**src/rtl/keypad_scanner_if.sv**
```systemverilog
`default_nettype none
// ============================================================================
// Module      : keypad_scanner_if
// Description : Bundle of the 4x4 keypad matrix lines and decoded-key outputs
//               of keypad_scanner.
//   row_i       4  keypad rows, active-low, asynchronous to clk
//   col_o       4  column strobes, active-low, one-cold
//   key_code_o  4  code of the last accepted key
//   key_valid_o 1  single-cycle pulse: key_code_o is new this cycle
//   key_held_o  1  accepted key still debounced-pressed
//   Modports: slave  = scanner side (drives columns and key outputs)
//             master = board/consumer side (drives rows, reads the rest)
// Revision    : 1.0 - initial release
// ============================================================================
interface keypad_scanner_if;
  logic [3:0] row_i;
  logic [3:0] col_o;
  logic [3:0] key_code_o;
  logic       key_valid_o;
  logic       key_held_o;

  modport slave (
    input  row_i,
    output col_o,
    output key_code_o,
    output key_valid_o,
    output key_held_o
  );

  modport master (
    output row_i,
    input  col_o,
    input  key_code_o,
    input  key_valid_o,
    input  key_held_o
  );
endinterface
`default_nettype wire

```
**src/rtl/keypad_scanner.sv**
```systemverilog
`default_nettype none
// ============================================================================
// Module      : keypad_scanner
// Description : Scans a 4x4 matrix keypad one column at a time, debounces over
//               whole scans and decodes a single pressed key into a 4-bit
//               code used to preset the stopwatch time.
//   clk   1  system clock (raw board clock)
//   rst   1  asynchronous active-high reset
//   kp       keypad_scanner_if.slave (rows in; columns, key_code, key_valid,
//            key_held out)
// Options     : define KEYPAD_REPEAT_EN to enable auto-repeat while a key is
//               held (REPEAT_DELAY / REPEAT_RATE, counted in full scans).
// Revision    : 1.0 - initial release
// ============================================================================
module keypad_scanner #(
  parameter int SCAN_DIV       = 50000,
  parameter int DEBOUNCE_SCANS = 4,
  parameter int REPEAT_DELAY   = 500,
  parameter int REPEAT_RATE    = 100
) (
  input wire               clk,
  input wire               rst,
  keypad_scanner_if.slave  kp
);

  localparam int DIV_W = (SCAN_DIV > 1) ? $clog2(SCAN_DIV) : 1;
  localparam int CNT_W = $clog2(DEBOUNCE_SCANS + 1);

  localparam logic [DIV_W-1:0] C_DIV_LAST = DIV_W'(SCAN_DIV - 1);
  localparam logic [CNT_W-1:0] C_DEB_LAST = CNT_W'(DEBOUNCE_SCANS - 1);
  localparam logic [CNT_W-1:0] C_CNT_ONE  = CNT_W'(1);

  // Elaboration-time sanity check of the configuration.
  if (SCAN_DIV < 4 || DEBOUNCE_SCANS < 1 || REPEAT_DELAY < 1 || REPEAT_RATE < 1) begin : g_bad_params
    $error("keypad_scanner: SCAN_DIV must be >= 4 and the scan counts >= 1");
  end

  typedef enum logic [1:0] {
    ST_IDLE     = 2'd0,
    ST_DEBOUNCE = 2'd1,
    ST_PRESSED  = 2'd2
  } state_t;

  // Matrix position (row*4+col) to key code.
  function automatic logic [3:0] key_map(input logic [3:0] idx);
    logic [3:0] code;
    case (idx)
      4'd0:  code = 4'h1;  4'd1:  code = 4'h2;  4'd2:  code = 4'h3;  4'd3:  code = 4'hA;
      4'd4:  code = 4'h4;  4'd5:  code = 4'h5;  4'd6:  code = 4'h6;  4'd7:  code = 4'hB;
      4'd8:  code = 4'h7;  4'd9:  code = 4'h8;  4'd10: code = 4'h9;  4'd11: code = 4'hC;
      4'd12: code = 4'hE;  4'd13: code = 4'h0;  4'd14: code = 4'hF;  default: code = 4'hD;
    endcase
    return code;
  endfunction

  // ---------------------------------------------------------------- scanning
  logic [DIV_W-1:0] div_q;
  logic [1:0]       col_q;
  logic [3:0]       col_out_q;
  logic [3:0]       row_meta_q;
  logic [3:0]       row_sync_q;
  logic [1:0]       low_cnt_q, low_cnt_d;   // low bits seen this scan, saturates at 2
  logic [3:0]       low_idx_q, low_idx_d;   // position of the first low bit seen

  logic             slot_end;
  logic             scan_end;
  logic [2:0]       row_lows;
  logic [1:0]       row_pos;
  logic [2:0]       total;
  logic             scan_none;
  logic             scan_single;
  logic [3:0]       scan_idx;

  assign slot_end = (div_q == C_DIV_LAST);
  assign scan_end = slot_end && (col_q == 2'd3);

  always_comb begin
    row_lows = 3'd0;
    row_pos  = 2'd0;
    for (int r = 0; r < 4; r++) begin
      if (!row_sync_q[r]) begin
        row_lows = row_lows + 3'd1;
        row_pos  = 2'(r);
      end
    end
    // Only meaningful on slot_end; at scan_end it includes the column-3 sample.
    total       = {1'b0, low_cnt_q} + row_lows;
    scan_none   = (total == 3'd0);
    scan_single = (total == 3'd1);
    scan_idx    = (low_cnt_q == 2'd1) ? low_idx_q : {row_pos, col_q};

    low_cnt_d = low_cnt_q;
    low_idx_d = low_idx_q;
    if (scan_end) begin
      low_cnt_d = 2'd0;
      low_idx_d = 4'd0;
    end else if (slot_end) begin
      low_cnt_d = (total >= 3'd2) ? 2'd2 : total[1:0];
      if (low_cnt_q == 2'd0 && row_lows == 3'd1) begin
        low_idx_d = {row_pos, col_q};
      end
    end
  end

  always_ff @(posedge clk or posedge rst) begin
    if (rst) begin
      div_q      <= '0;
      col_q      <= 2'd0;
      col_out_q  <= 4'b1110;
      row_meta_q <= 4'hF;
      row_sync_q <= 4'hF;
      low_cnt_q  <= 2'd0;
      low_idx_q  <= 4'd0;
    end else begin
      row_meta_q <= kp.row_i;
      row_sync_q <= row_meta_q;
      low_cnt_q  <= low_cnt_d;
      low_idx_q  <= low_idx_d;
      if (slot_end) begin
        div_q     <= '0;
        col_q     <= col_q + 2'd1;
        col_out_q <= {col_out_q[2:0], col_out_q[3]};
      end else begin
        div_q <= div_q + DIV_W'(1);
      end
    end
  end

  // ------------------------------------------------------- debounce / decode
  state_t           state_q;
  logic [3:0]       cand_q;
  logic [CNT_W-1:0] cnt_q;
  logic [CNT_W-1:0] rcnt_q;
  logic [3:0]       key_code_q;
  logic             key_valid_q;
  logic             key_held_q;

`ifdef KEYPAD_REPEAT_EN
  localparam int REP_MAX = (REPEAT_DELAY > REPEAT_RATE) ? REPEAT_DELAY : REPEAT_RATE;
  localparam int REP_W   = $clog2(REP_MAX + 1);
  localparam logic [REP_W-1:0] C_DLY_LAST  = REP_W'(REPEAT_DELAY - 1);
  localparam logic [REP_W-1:0] C_RATE_LAST = REP_W'(REPEAT_RATE - 1);

  logic [REP_W-1:0] rep_cnt_q;
  logic             rep_armed_q;   // first repeat already issued
`endif

  always_ff @(posedge clk or posedge rst) begin
    if (rst) begin
      state_q     <= ST_IDLE;
      cand_q      <= 4'd0;
      cnt_q       <= '0;
      rcnt_q      <= '0;
      key_code_q  <= 4'd0;
      key_valid_q <= 1'b0;
      key_held_q  <= 1'b0;
`ifdef KEYPAD_REPEAT_EN
      rep_cnt_q   <= '0;
      rep_armed_q <= 1'b0;
`endif
    end else begin
      key_valid_q <= 1'b0;
`ifdef KEYPAD_REPEAT_EN
      // Repeat timing restarts from zero on every new acceptance.
      if (state_q != ST_PRESSED) begin
        rep_cnt_q   <= '0;
        rep_armed_q <= 1'b0;
      end
`endif
      if (scan_end) begin
        case (state_q)
          ST_IDLE: begin
            if (scan_single) begin
              cand_q <= scan_idx;
              if (DEBOUNCE_SCANS <= 1) begin
                state_q     <= ST_PRESSED;
                rcnt_q      <= '0;
                key_code_q  <= key_map(scan_idx);
                key_valid_q <= 1'b1;
                key_held_q  <= 1'b1;
              end else begin
                state_q <= ST_DEBOUNCE;
                cnt_q   <= C_CNT_ONE;
              end
            end
          end
          ST_DEBOUNCE: begin
            if (scan_single && scan_idx == cand_q) begin
              if (cnt_q == C_DEB_LAST) begin
                state_q     <= ST_PRESSED;
                cnt_q       <= '0;
                rcnt_q      <= '0;
                key_code_q  <= key_map(cand_q);
                key_valid_q <= 1'b1;
                key_held_q  <= 1'b1;
              end else begin
                cnt_q <= cnt_q + C_CNT_ONE;
              end
            end else begin
              // A different key restarts from IDLE instead of being adopted.
              state_q <= ST_IDLE;
              cnt_q   <= '0;
            end
          end
          ST_PRESSED: begin
            if (scan_none) begin
              if (rcnt_q == C_DEB_LAST) begin
                state_q    <= ST_IDLE;
                rcnt_q     <= '0;
                key_held_q <= 1'b0;
              end else begin
                rcnt_q <= rcnt_q + C_CNT_ONE;
              end
            end else begin
              // Multi-key scans also count as "still held".
              rcnt_q <= '0;
`ifdef KEYPAD_REPEAT_EN
              if ((!rep_armed_q && rep_cnt_q == C_DLY_LAST) ||
                  ( rep_armed_q && rep_cnt_q == C_RATE_LAST)) begin
                key_valid_q <= 1'b1;
                rep_cnt_q   <= '0;
                rep_armed_q <= 1'b1;
              end else begin
                rep_cnt_q <= rep_cnt_q + REP_W'(1);
              end
`endif
            end
          end
          default: begin
            state_q <= ST_IDLE;
          end
        endcase
      end
    end
  end

  assign kp.col_o       = col_out_q;
  assign kp.key_code_o  = key_code_q;
  assign kp.key_valid_o = key_valid_q;
  assign kp.key_held_o  = key_held_q;

endmodule
`default_nettype wire
```
**src/flat_wrapper.sv**
```systemverilog
// flat-port wrapper written by rule: the top's interface ports become plain ports
module keypad_scanner_flat 
#(
  parameter int SCAN_DIV       = 50000,
  parameter int DEBOUNCE_SCANS = 4,
  parameter int REPEAT_DELAY   = 500,
  parameter int REPEAT_RATE    = 100
)
  (clk, rst, kp_row_i, kp_col_o, kp_key_code_o, kp_key_valid_o, kp_key_held_o);
  keypad_scanner_if kp_i ();
  input wire clk;
  input wire rst;
  input wire logic [$bits(kp_i.row_i)-1:0] kp_row_i;
  output wire logic [$bits(kp_i.col_o)-1:0] kp_col_o;
  output wire logic [$bits(kp_i.key_code_o)-1:0] kp_key_code_o;
  output wire logic [$bits(kp_i.key_valid_o)-1:0] kp_key_valid_o;
  output wire logic [$bits(kp_i.key_held_o)-1:0] kp_key_held_o;
  assign kp_i.row_i = kp_row_i;
  assign kp_col_o = kp_i.col_o;
  assign kp_key_code_o = kp_i.key_code_o;
  assign kp_key_valid_o = kp_i.key_valid_o;
  assign kp_key_held_o = kp_i.key_held_o;
  keypad_scanner #(.SCAN_DIV(SCAN_DIV), .DEBOUNCE_SCANS(DEBOUNCE_SCANS), .REPEAT_DELAY(REPEAT_DELAY), .REPEAT_RATE(REPEAT_RATE)) u_core (.clk(clk), .rst(rst), .kp(kp_i));
endmodule
```
**config.mk**
```make
export PLATFORM = sky130hd
export DESIGN_NAME = keypad_scanner_flat
export DESIGN_NICKNAME = d
export VERILOG_FILES = /design/src/rtl/keypad_scanner_if.sv /design/src/rtl/keypad_scanner.sv /design/src/flat_wrapper.sv
export SDC_FILE = /design/constraint.sdc
export NUM_CORES = 1
export LEC_CHECK = 0
export CAP_MARGIN = 20
export CORE_UTILIZATION = 35
export DETAILED_ROUTE_END_ITERATION = 8
export SYNTH_ARGS = -nofsm -noshare
export SYNTH_HDL_FRONTEND = slang
export SYNTH_SLANG_ARGS = --single-unit
```
**constraint.sdc**
```tcl
create_clock -name clk -period 4.4 [get_ports clk]
set_clock_uncertainty 0.05 [all_clocks]
set_input_delay 0.88 -clock clk [delete_from_list [all_inputs] [get_ports clk]]
set_output_delay 0.88 -clock clk [all_outputs]
set_load 0.005 [all_outputs]
```
# Word-level counts from Yosys, hierarchy flattened
# Memory sizes are Yosys's and may differ from the RTL's. A register that Yosys moved wholly into a read port is not among the register bits.
# Cells that the tools add are included.
# totals
in_bits,6
word_cells,95
register_bits,50
n_memories,1
mem_bits_ro,64
output_inout_bits,10
# mem_list
name,depth,width,rd,rd_ports_with_merged_regs,wr,line,rtl
(no name shown),16,4,1,1,0,keypad_scanner.sv:47,case (idx)
# classes
n_reduce_logical,17
n_lt_le_gt_ge,1
n_mux,39
addsub,8
n_eq_ne,16
# op_table
op,n
$mux 3,10
$mux 2,10
$add 16x1->16 const B,1
$eq 16x16->1 const B,1
$mux 16,1
$mux 4,4
$add 3x1->3 const B,4
$pmux 3 s2,2
$mux 1,10
$ne 2x1->1 const B,5
$reduce_and 4->1,2
$reduce_bool 2->1,4
$eq 3x1->1 const B,2
$eq 3x2->1 const B,2
$pmux 2 s3,1
$reduce_and 3->1,2
$reduce_and 6->1,1
$reduce_and 5->1,1
$eq 2x1->1 const B,2
$eq 2x2->1 const B,2
$eq 4x4->1,1
$logic_not 2->1,2
$add 2x3->3,1
$ge 3x2->1 const B,1
7 further kinds,9

# Longest topological paths before layout
# Gate-level depths: netlist (run 1).
# depth
depth_word,13
mapped_depth,12
mapped_depth_nobuf,12

# Worst setup path before layout (run 1)
# OpenSTA, ideal clock, no wires.
# synth_path
path_type,register -> register
from,register u_core.row_sync_q[0]
to,register u_core.rcnt_q[0]
required_ps,4225
setup_ps,125
arrival_time_ps,3122
period_less_slack_ps,3297
stages_incl_launch_ff,12
setup_slack_ps,1103
n_path_buf,0
cell_sequence,dfstp_2 -> inv_1 -> ha_1 -> xnor2_1 -> ha_1 -> mux2i_1 -> fa_1 -> xor3_1 -> nand3_1 -> nor2b_2 -> a41o_2 -> mux2_4
# synth_via
elab_chain_cells,12
elab_cells_between_ends,15
cone_classes,4 x add/sub; 2 x eq/ne; 6 x mux; 3 x reduce/logical
# synth_rtl
item,line,rtl
"start, declared",keypad_scanner.sv:61,logic [3:0] row_sync_q;
"start signal, assigned",keypad_scanner.sv:116,row_sync_q <= row_meta_q;
$mux 1 (*),keypad_scanner.sv:81,if (!row_sync_q[r]) begin
$add 1x1->2,keypad_scanner.sv:82,row_lows = row_lows + 3'd1;
$mux 3 (*),keypad_scanner.sv:81,
$add 3x1->3,keypad_scanner.sv:82,
$mux 3 (*),keypad_scanner.sv:81,
$add 3x1->3,keypad_scanner.sv:82,
$mux 3 (*),keypad_scanner.sv:81,
$add 2x3->3 (*),keypad_scanner.sv:87,"total = {1'b0, low_cnt_q} + row_lows;"
$eq 3x1->1,keypad_scanner.sv:89,scan_single = (total == 3'd1);
$logic_and 1x1->1,keypad_scanner.sv:188,if (scan_single && scan_idx == cand_q) begin
$ne 2x1->1 (no line),--,
$reduce_and 4->1 (no line),--,
"end signal, assigned",keypad_scanner.sv:212,rcnt_q <= rcnt_q + C_CNT_ONE;
"end, declared",keypad_scanner.sv:133,logic [CNT_W-1:0] rcnt_q;
# Every way passes the cells marked *; elsewhere a longest branch is shown, timed or not.
# A chain may end at the register's enable or synchronous reset.

# Worst setup path in the final report (run 1)
# layout_path
from,register u_core.row_sync_q[0]
to,register u_core.rcnt_q[1]
# Same word-level chain as after synthesis.

==> results.sh, run 1 <==
export IMPL_status="finished clean"
export IMPL_setup_total_negative_slack_ns=0
export IMPL_grt_usage_pct=12.70
export IMPL_hold_class="flip-flop to flip-flop"
export IMPL_multi_input_comb_area_um2=1456
export IMPL_timing_worst_setup_path_type="flip-flop to flip-flop"
export IMPL_first_global_vias=1992
export IMPL_sum_of_net_half_perimeters_after_detailed_placement_um=3739
export IMPL_cts_tree="built"
export IMPL_timing_slew_headroom_pct=37.91
export IMPL_finalHoldViolations=0
export IMPL_postCtsSetupBuffers=0
export IMPL_finalSetupViolations=0
export IMPL_critPathCaptureType="flip-flop"
export IMPL_initial_utilization_pct=36.93
export IMPL_synth_top_area_cell="dfrtp_1"
export IMPL_slew_violations=0
export IMPL_cpMaxStageDelayCell="dfstp_2"
export IMPL_ordered_list_of_cells_on_the_worst_path="inv_1 -> ha_1 -> xnor2_1 -> xnor2_1 -> ha_1 -> inv_1 -> fa_1 -> xor3_1 -> nand3_1 -> nor2b_2 -> a41o_2 -> mux2_4"
export IMPL_cts_htree_levels=2
export IMPL_seqCellArea_um2=1365
export IMPL_fp_dieW_um=93.23
export IMPL_peakVddDrop_uv=187.7
export IMPL_post_cts_resized=0
export IMPL_post_route_cells_drive_above_1_share_pct=16.26
export IMPL_io_pins=16
export IMPL_clock_sink_count=54
export IMPL_netlist_top_cells_count="dfrtp_1, nand2_1, nor2_1"
export IMPL_drt_antenna_violating_nets=0
export IMPL_diodes=0
export IMPL_cts_inserted_buffers=5
export IMPL_main_synth_ff_type="dfrtp_1"
export IMPL_netlist_instances=269
export IMPL_tightest_slew_ns=0.9237
export IMPL_place_port_buffers=15
export IMPL_grt_pass1_wl_um=8873
export IMPL_worst_setup_hold_path_clk_slew_ns=0.10
export IMPL_die_y_um=93.23
export IMPL_overflow=0
export IMPL_ys_types=55
export IMPL_final_core_density_pct=41.34
export IMPL_cts_hold_repair_buffers=0
export IMPL_cellLeakagePower_nw=1.486
export IMPL_row_count=32
export IMPL_worst_ep_required_time_ns=4.55
export IMPL_yosysMostFrequentCell="dfrtp_1"
export IMPL_first_pass_iters=4
export IMPL_drtIter0Drc=65
export IMPL_core_footprint_um2=7888
export IMPL_cp_start_kind="flip-flop"
export IMPL_syn_num_nets=292
export IMPL_critical_path_arrival_ns=3.74
export IMPL_grt_setup_unrepaired="no"
export IMPL_clock_insertion_delay_worst_skew_ns=0.30
export IMPL_replace_congestion=0.7985
export IMPL_final_layout_fill_cell_count=787
export IMPL_dieArea_um2=8691
export IMPL_maximum_number_of_pins_on_one_net_before_global_route_repair=37
export IMPL_final_min_period_over_clock_period_pct=81.77
export IMPL_finalWirelength_um=4923
export IMPL_vias=1955
export IMPL_routed_wire_length_per_instance_um=12.59
export IMPL_crit_fanout=6
export IMPL_maxClockFrequency_ghz=0.2780
export IMPL_yosys_warnings=0
export IMPL_power_per_cell_area_nw_per_um2=260.0
export IMPL_drc=0
export IMPL_antenna_found_initial=0
export IMPL_r2r_setup_slack_ns=0.80
export IMPL_synth_top_cell_area_share_pct=36.94
export IMPL_synth_seq_area_share_pct=46.86
export IMPL_avgSynthCellArea_um2=10.83
export IMPL_viasPerCell=5.000
export IMPL_post_synth_main_area_contributors="dfrtp_1, dfstp_2, ha_1"
export IMPL_critical_path_max_stage_delay_ns=0.54
export IMPL_nets=311
export IMPL_max_cap_violations=0
export IMPL_ys_async_sr_fraction_pct=100.0
export IMPL_cts_root_buf="clkbuf_8"
export IMPL_syn_area_um2=2913
export IMPL_synth_edff_count=0
export IMPL_ctsLongestPathBuffers=2
export IMPL_area_growth_syn_to_layout_pct=11.94
export IMPL_ys_seq_elements=54
export IMPL_finalCriticalPeriod_ns=3.598
routing by layer:
layer | vias to the layer above | global-route usage, % | share of wire [%]
li1 | 975 | - | -
met1 | 956 | 16.23 | 49
met2 | 22 | 22.06 | 48
met3 | 2 | 2.683 | 2.5
met4 | 0 | 2.692 | 0.43
met5 | - | 0 | 0
critical path: cells and delay by family (launching register included):
family / cells / cell delay [ns]
XOR/XNOR: 3 / 0.90
flip-flops: 1 / 0.54
buffers and inverters: 2 / 0.09
adder cells (fa/ha/maj): 3 / 0.89
AO/OA/AOI/OAI: 1 / 0.30
AND/OR/NAND/NOR: 2 / 0.42
multiplexers: 1 / 0.31
through the flow:
| stage | hold WS [ns] | setup slack, ns | area, um^2 | total power (W) | std cells |
|---|---|---|---|---|---|
| floorplan | 0.2952 | 1.103 | 2913 | 0.0005568 | 269 |
| global route | 0.3184 | 0.5831 | 3261 | 0.0008893 | 391 |
| global placement | 0.2966 | 0.9402 | 3171 | 0.0005737 | 383 |
| detailed placement | 0.2972 | 0.8576 | 3171 | 0.0005742 | 383 |
| CTS | 0.3123 | 0.7928 | 3261 | 0.0008615 | 391 |
| finish | 0.3136 | 0.8023 | 3261 | 0.0008478 | 391 |
cells in the final DEF, fill, tap and decap left out, types with 9 or more instances in the layout:
cell / instances
nand2_1: 26
nand3_1: 16
dfrtp_1: 43
ha_1: 16
inv_1: 14
clkdlybuf4s50_1: 15
nor2_1: 23
o21ai_0: 12
mux2_2: 11
xor2_1: 13
mux2i_1: 9
dfstp_2: 11
layout make-up:
| cell class | count | area share, % |
|---|---|---|
| multi-input cells | 195 | 44.67 |
| flip-flops and latches | 54 | 41.86 |
| repair buffers | 17 | 5.065 |
| well taps | 102 | 3.914 |
| clock buffers | 5 | 2.111 |
| inverters | 15 | 1.727 |
| clock inverters | 3 | 0.6523 |
sequential cells by signal, summed over array words and instances, names as in the netlist:
signal / cells
u_core.row_sync_q: 4
u_core.state_q: 2
u_core.kp.col_o: 4
u_core.cnt_q: 3
u_core.low_cnt_q: 2
u_core.div_q: 16
u_core.col_q: 2
u_core.rcnt_q: 3
u_core.row_meta_q: 4
u_core.kp.key_valid_o: 1
u_core.cand_q: 4
u_core.kp.key_held_o: 1
u_core.kp.key_code_o: 4
u_core.low_idx_q: 4
final timing paths:
path / start / to / depth (start not counted)
worst min-delay path: u_core.row_meta_q[0] / u_core.row_sync_q[0] / 0
worst min register to register: u_core.row_meta_q[0] / u_core.row_sync_q[0] / 0
max in group asynchronous: rst / u_core.rcnt_q[2] / 3
worst max-delay path: u_core.row_sync_q[0] / u_core.rcnt_q[1] / 12
min in group asynchronous: rst / u_core.div_q[13] / 2
worst max register to register: u_core.row_sync_q[0] / u_core.rcnt_q[1] / 12
logic make-up (layout without fill, tap and decap cells):
logic type	Yosys count	after routing	synth area share, %
flops	54	54	46.86
buf+inv	20	40	3.135
mux	22	22	8.376
compound gates	28	28	6.229
fa+ha+maj	17	17	7.560
simple gates	106	106	20.71
xor+xnor	22	22	7.131
power breakdown:
group	switching, W	internal (W)
clock	0.000169	0.000115
sequential	0.00000257	0.000503
combinational	0.0000362	0.0000220
No activity file was read; power rests on OpenSTA's default activity.
==> run 2, diff against run 1 <==
==> constraint.sdc (replaced) <==
create_clock -name clk -period 3.4 [get_ports clk]
set_clock_uncertainty 0.05 [all_clocks]
set_input_delay 0.68 -clock clk [delete_from_list [all_inputs] [get_ports clk]]
set_output_delay 0.68 -clock clk [all_outputs]
set_load 0.005 [all_outputs]
==> results.sh, run 2 (synthesized netlist as in run 1, its figures left out) <==
export IMPL_status="finished clean"
export IMPL_diodes=0
export IMPL_grt_pass1_wl_um=9404
export IMPL_dpl_worst_slack_ns=0.02090
export IMPL_drt_antenna_violating_nets=0
export IMPL_tightest_slew_ns=0.5344
export IMPL_r2r_setup_slack_ns=0.20
export IMPL_sum_of_net_half_perimeters_after_detailed_placement_um=3927
export IMPL_first_pass_iters=4
export IMPL_clock_insertion_delay_worst_skew_ns=0.31
export IMPL_antenna_found_initial=0
export IMPL_area_growth_syn_to_layout_pct=14.09
export IMPL_overflow=0
export IMPL_finalSetupViolations=0
export IMPL_viasPerCell=4.977
export IMPL_layout_cells_most_common_list="dfrtp_1, nand2_1, nor2_1, nand3_1, ha_1"
export IMPL_power_per_cell_area_nw_per_um2=334.1
export IMPL_place_port_buffers=15
export IMPL_grt_usage_pct=13.68
export IMPL_timing_worst_setup_path_type="flip-flop to flip-flop"
export IMPL_finalHoldViolations=0
export IMPL_crit_fanout=5
export IMPL_initial_utilization_pct=36.93
export IMPL_worst_setup_hold_path_clk_slew_ns=0.10
export IMPL_max_cap_violations=0
export IMPL_fp_dieW_um=93.23
export IMPL_replace_congestion=0.7511
export IMPL_die_y_um=93.23
export IMPL_critPathCaptureType="flip-flop"
export IMPL_worst_ep_required_time_ns=3.56
export IMPL_vias=1966
export IMPL_finalWirelength_um=5274
export IMPL_ctsLongestPathBuffers=2
export IMPL_timing_slew_headroom_pct=63.87
export IMPL_drtIter0Drc=64
export IMPL_routed_wire_length_per_instance_um=13.35
export IMPL_cts_tree="built"
export IMPL_cp_start_kind="flip-flop"
export IMPL_post_route_cells_drive_above_1_share_pct=19.11
export IMPL_row_count=32
export IMPL_cts_inserted_buffers=5
export IMPL_slew_violations=0
export IMPL_largest_reg_flops=16
export IMPL_grt_setup_unrepaired="no"
export IMPL_setup_total_negative_slack_ns=0
export IMPL_final_min_period_over_clock_period_pct=94.01
export IMPL_core_footprint_um2=7888
export IMPL_critical_path_endpoint="u_core.kp.key_held_o"
export IMPL_critical_path_arrival_ns=3.35
export IMPL_hold_class="flip-flop to flip-flop"
export IMPL_cts_htree_levels=2
export IMPL_largest_register="u_core.div_q"
export IMPL_most_common_library_cell_in_the_layout_ignoring_fill_and_taps="dfrtp_1"
export IMPL_worstSetupStartpoint="u_core.row_sync_q[0]"
export IMPL_reg2regPathDepth=11
export IMPL_maximum_number_of_pins_on_one_net_before_global_route_repair=23
export IMPL_crit_reg2reg_capture="u_core.kp.key_held_o"
export IMPL_drc=0
export IMPL_clock_sink_count=54
export IMPL_cts_root_buf="clkbuf_8"
export IMPL_nets=315
export IMPL_first_global_vias=1960
export IMPL_setup_slack_ns=0.2036
export IMPL_io_pins=16
export IMPL_cts_hold_repair_buffers=0
export IMPL_final_layout_fill_cell_count=757
export IMPL_cellLeakagePower_nw=1.520
export IMPL_launch_point_of_the_worst_reg_to_reg_path="u_core.row_sync_q[0]"
export IMPL_maxClockFrequency_ghz=0.3128
export IMPL_peakVddDrop_uv=221.9
export IMPL_finalCriticalPeriod_ns=3.196
export IMPL_dieArea_um2=8691
==> run 2: cell count changes in the layout (fill, tap and decap cells not counted), sizes merged <==
cell / before / now
clkinv: 0 / 1
inv: 18 / 17
buf: 2 / 6
==> run 2: final cells by class <==
| type | count | area, um^2 | share of cell area [%] |
|---|---|---|---|
| clock inverter | 3 | 23.77 | 0.7154 |
| inverter | 15 | 56.30 | 1.694 |
| timing repair buffer | 21 | 195.2 | 5.873 |
| tap | 102 | 127.6 | 3.840 |
| multi-input combinational | 195 | 1486 | 44.73 |
| sequential | 54 | 1365 | 41.08 |
| clock buffer | 5 | 68.82 | 2.071 |
==> run 2: worst min path at each step <==
stage | start | end | slack [ns] | depth (start not counted)
floorplan | u_core.row_meta_q[0] | u_core.row_sync_q[0] | 0.30 | 0
global placement | u_core.row_meta_q[3] | u_core.row_sync_q[3] | 0.30 | 0
detailed placement | u_core.row_meta_q[3] | u_core.row_sync_q[3] | 0.30 | 0
CTS | u_core.row_meta_q[3] | u_core.row_sync_q[3] | 0.31 | 0
global route | u_core.row_meta_q[3] | u_core.row_sync_q[3] | 0.32 | 0
finish | u_core.row_meta_q[3] | u_core.row_sync_q[3] | 0.31 | 0
==> run 2: metrics by stage <==
stage / cells / util, % / total power [W] / area, um^2 / hold slack (ns)
6_report: 395 / 42.13 / 0.001110 / 3323 / 0.3103
5_1_grt: 395 / 42.13 / 0.001167 / 3323 / 0.3176
4_1_cts: 395 / 41.96 / 0.001129 / 3309 / 0.3127
3_5_place_dp: 387 / 40.58 / 0.0007443 / 3201 / 0.2968
3_3_place_gp: 387 / 40.58 / 0.0007435 / 3201 / 0.2955
2_1_floorplan: 269 / - / 0.0007206 / 2913 / 0.2952
==> run 2: what timing repair did <==
| action | 4_1_cts | 5_1_grt |
|---|---|---|
| pin swaps | 0 | 1 |
| setup endpoints to repair | 7 | 11 |
| gates cloned | 0 | 0 |
| resized for setup | 3 | 2 |
| buffers inserted | 0 | 0 |
==> run 2: worst max-delay path, cell delays in order (launching register included) <==
cell and delay [ns]:
dfstp_2 0.54, inv_1 0.04, ha_1 0.33, xnor2_2 0.17
ha_1 0.29, mux2i_1 0.11, fa_1 0.44, xor3_2 0.28
nand3_1 0.14, nor2b_2 0.06, a41o_2 0.31, a211o_2 0.34
==> run 2: layer usage <==
layer | share of wire (%) | track usage, %
met1 | 51 | 18.67
met2 | 45 | 22.00
met3 | 3.0 | 3.008
met4 | 0.99 | 3.462
met5 | 0 | 0
==> run 2: power breakdown <==
group | internal [W] | switching [W] | total [W]
Sequential | 0.000651 | 0.00000383 | 0.000655
Combinational | 0.0000353 | 0.0000487 | 0.0000840
Clock | 0.000150 | 0.000222 | 0.000372
Total | 0.000836 | 0.000274 | 0.00111
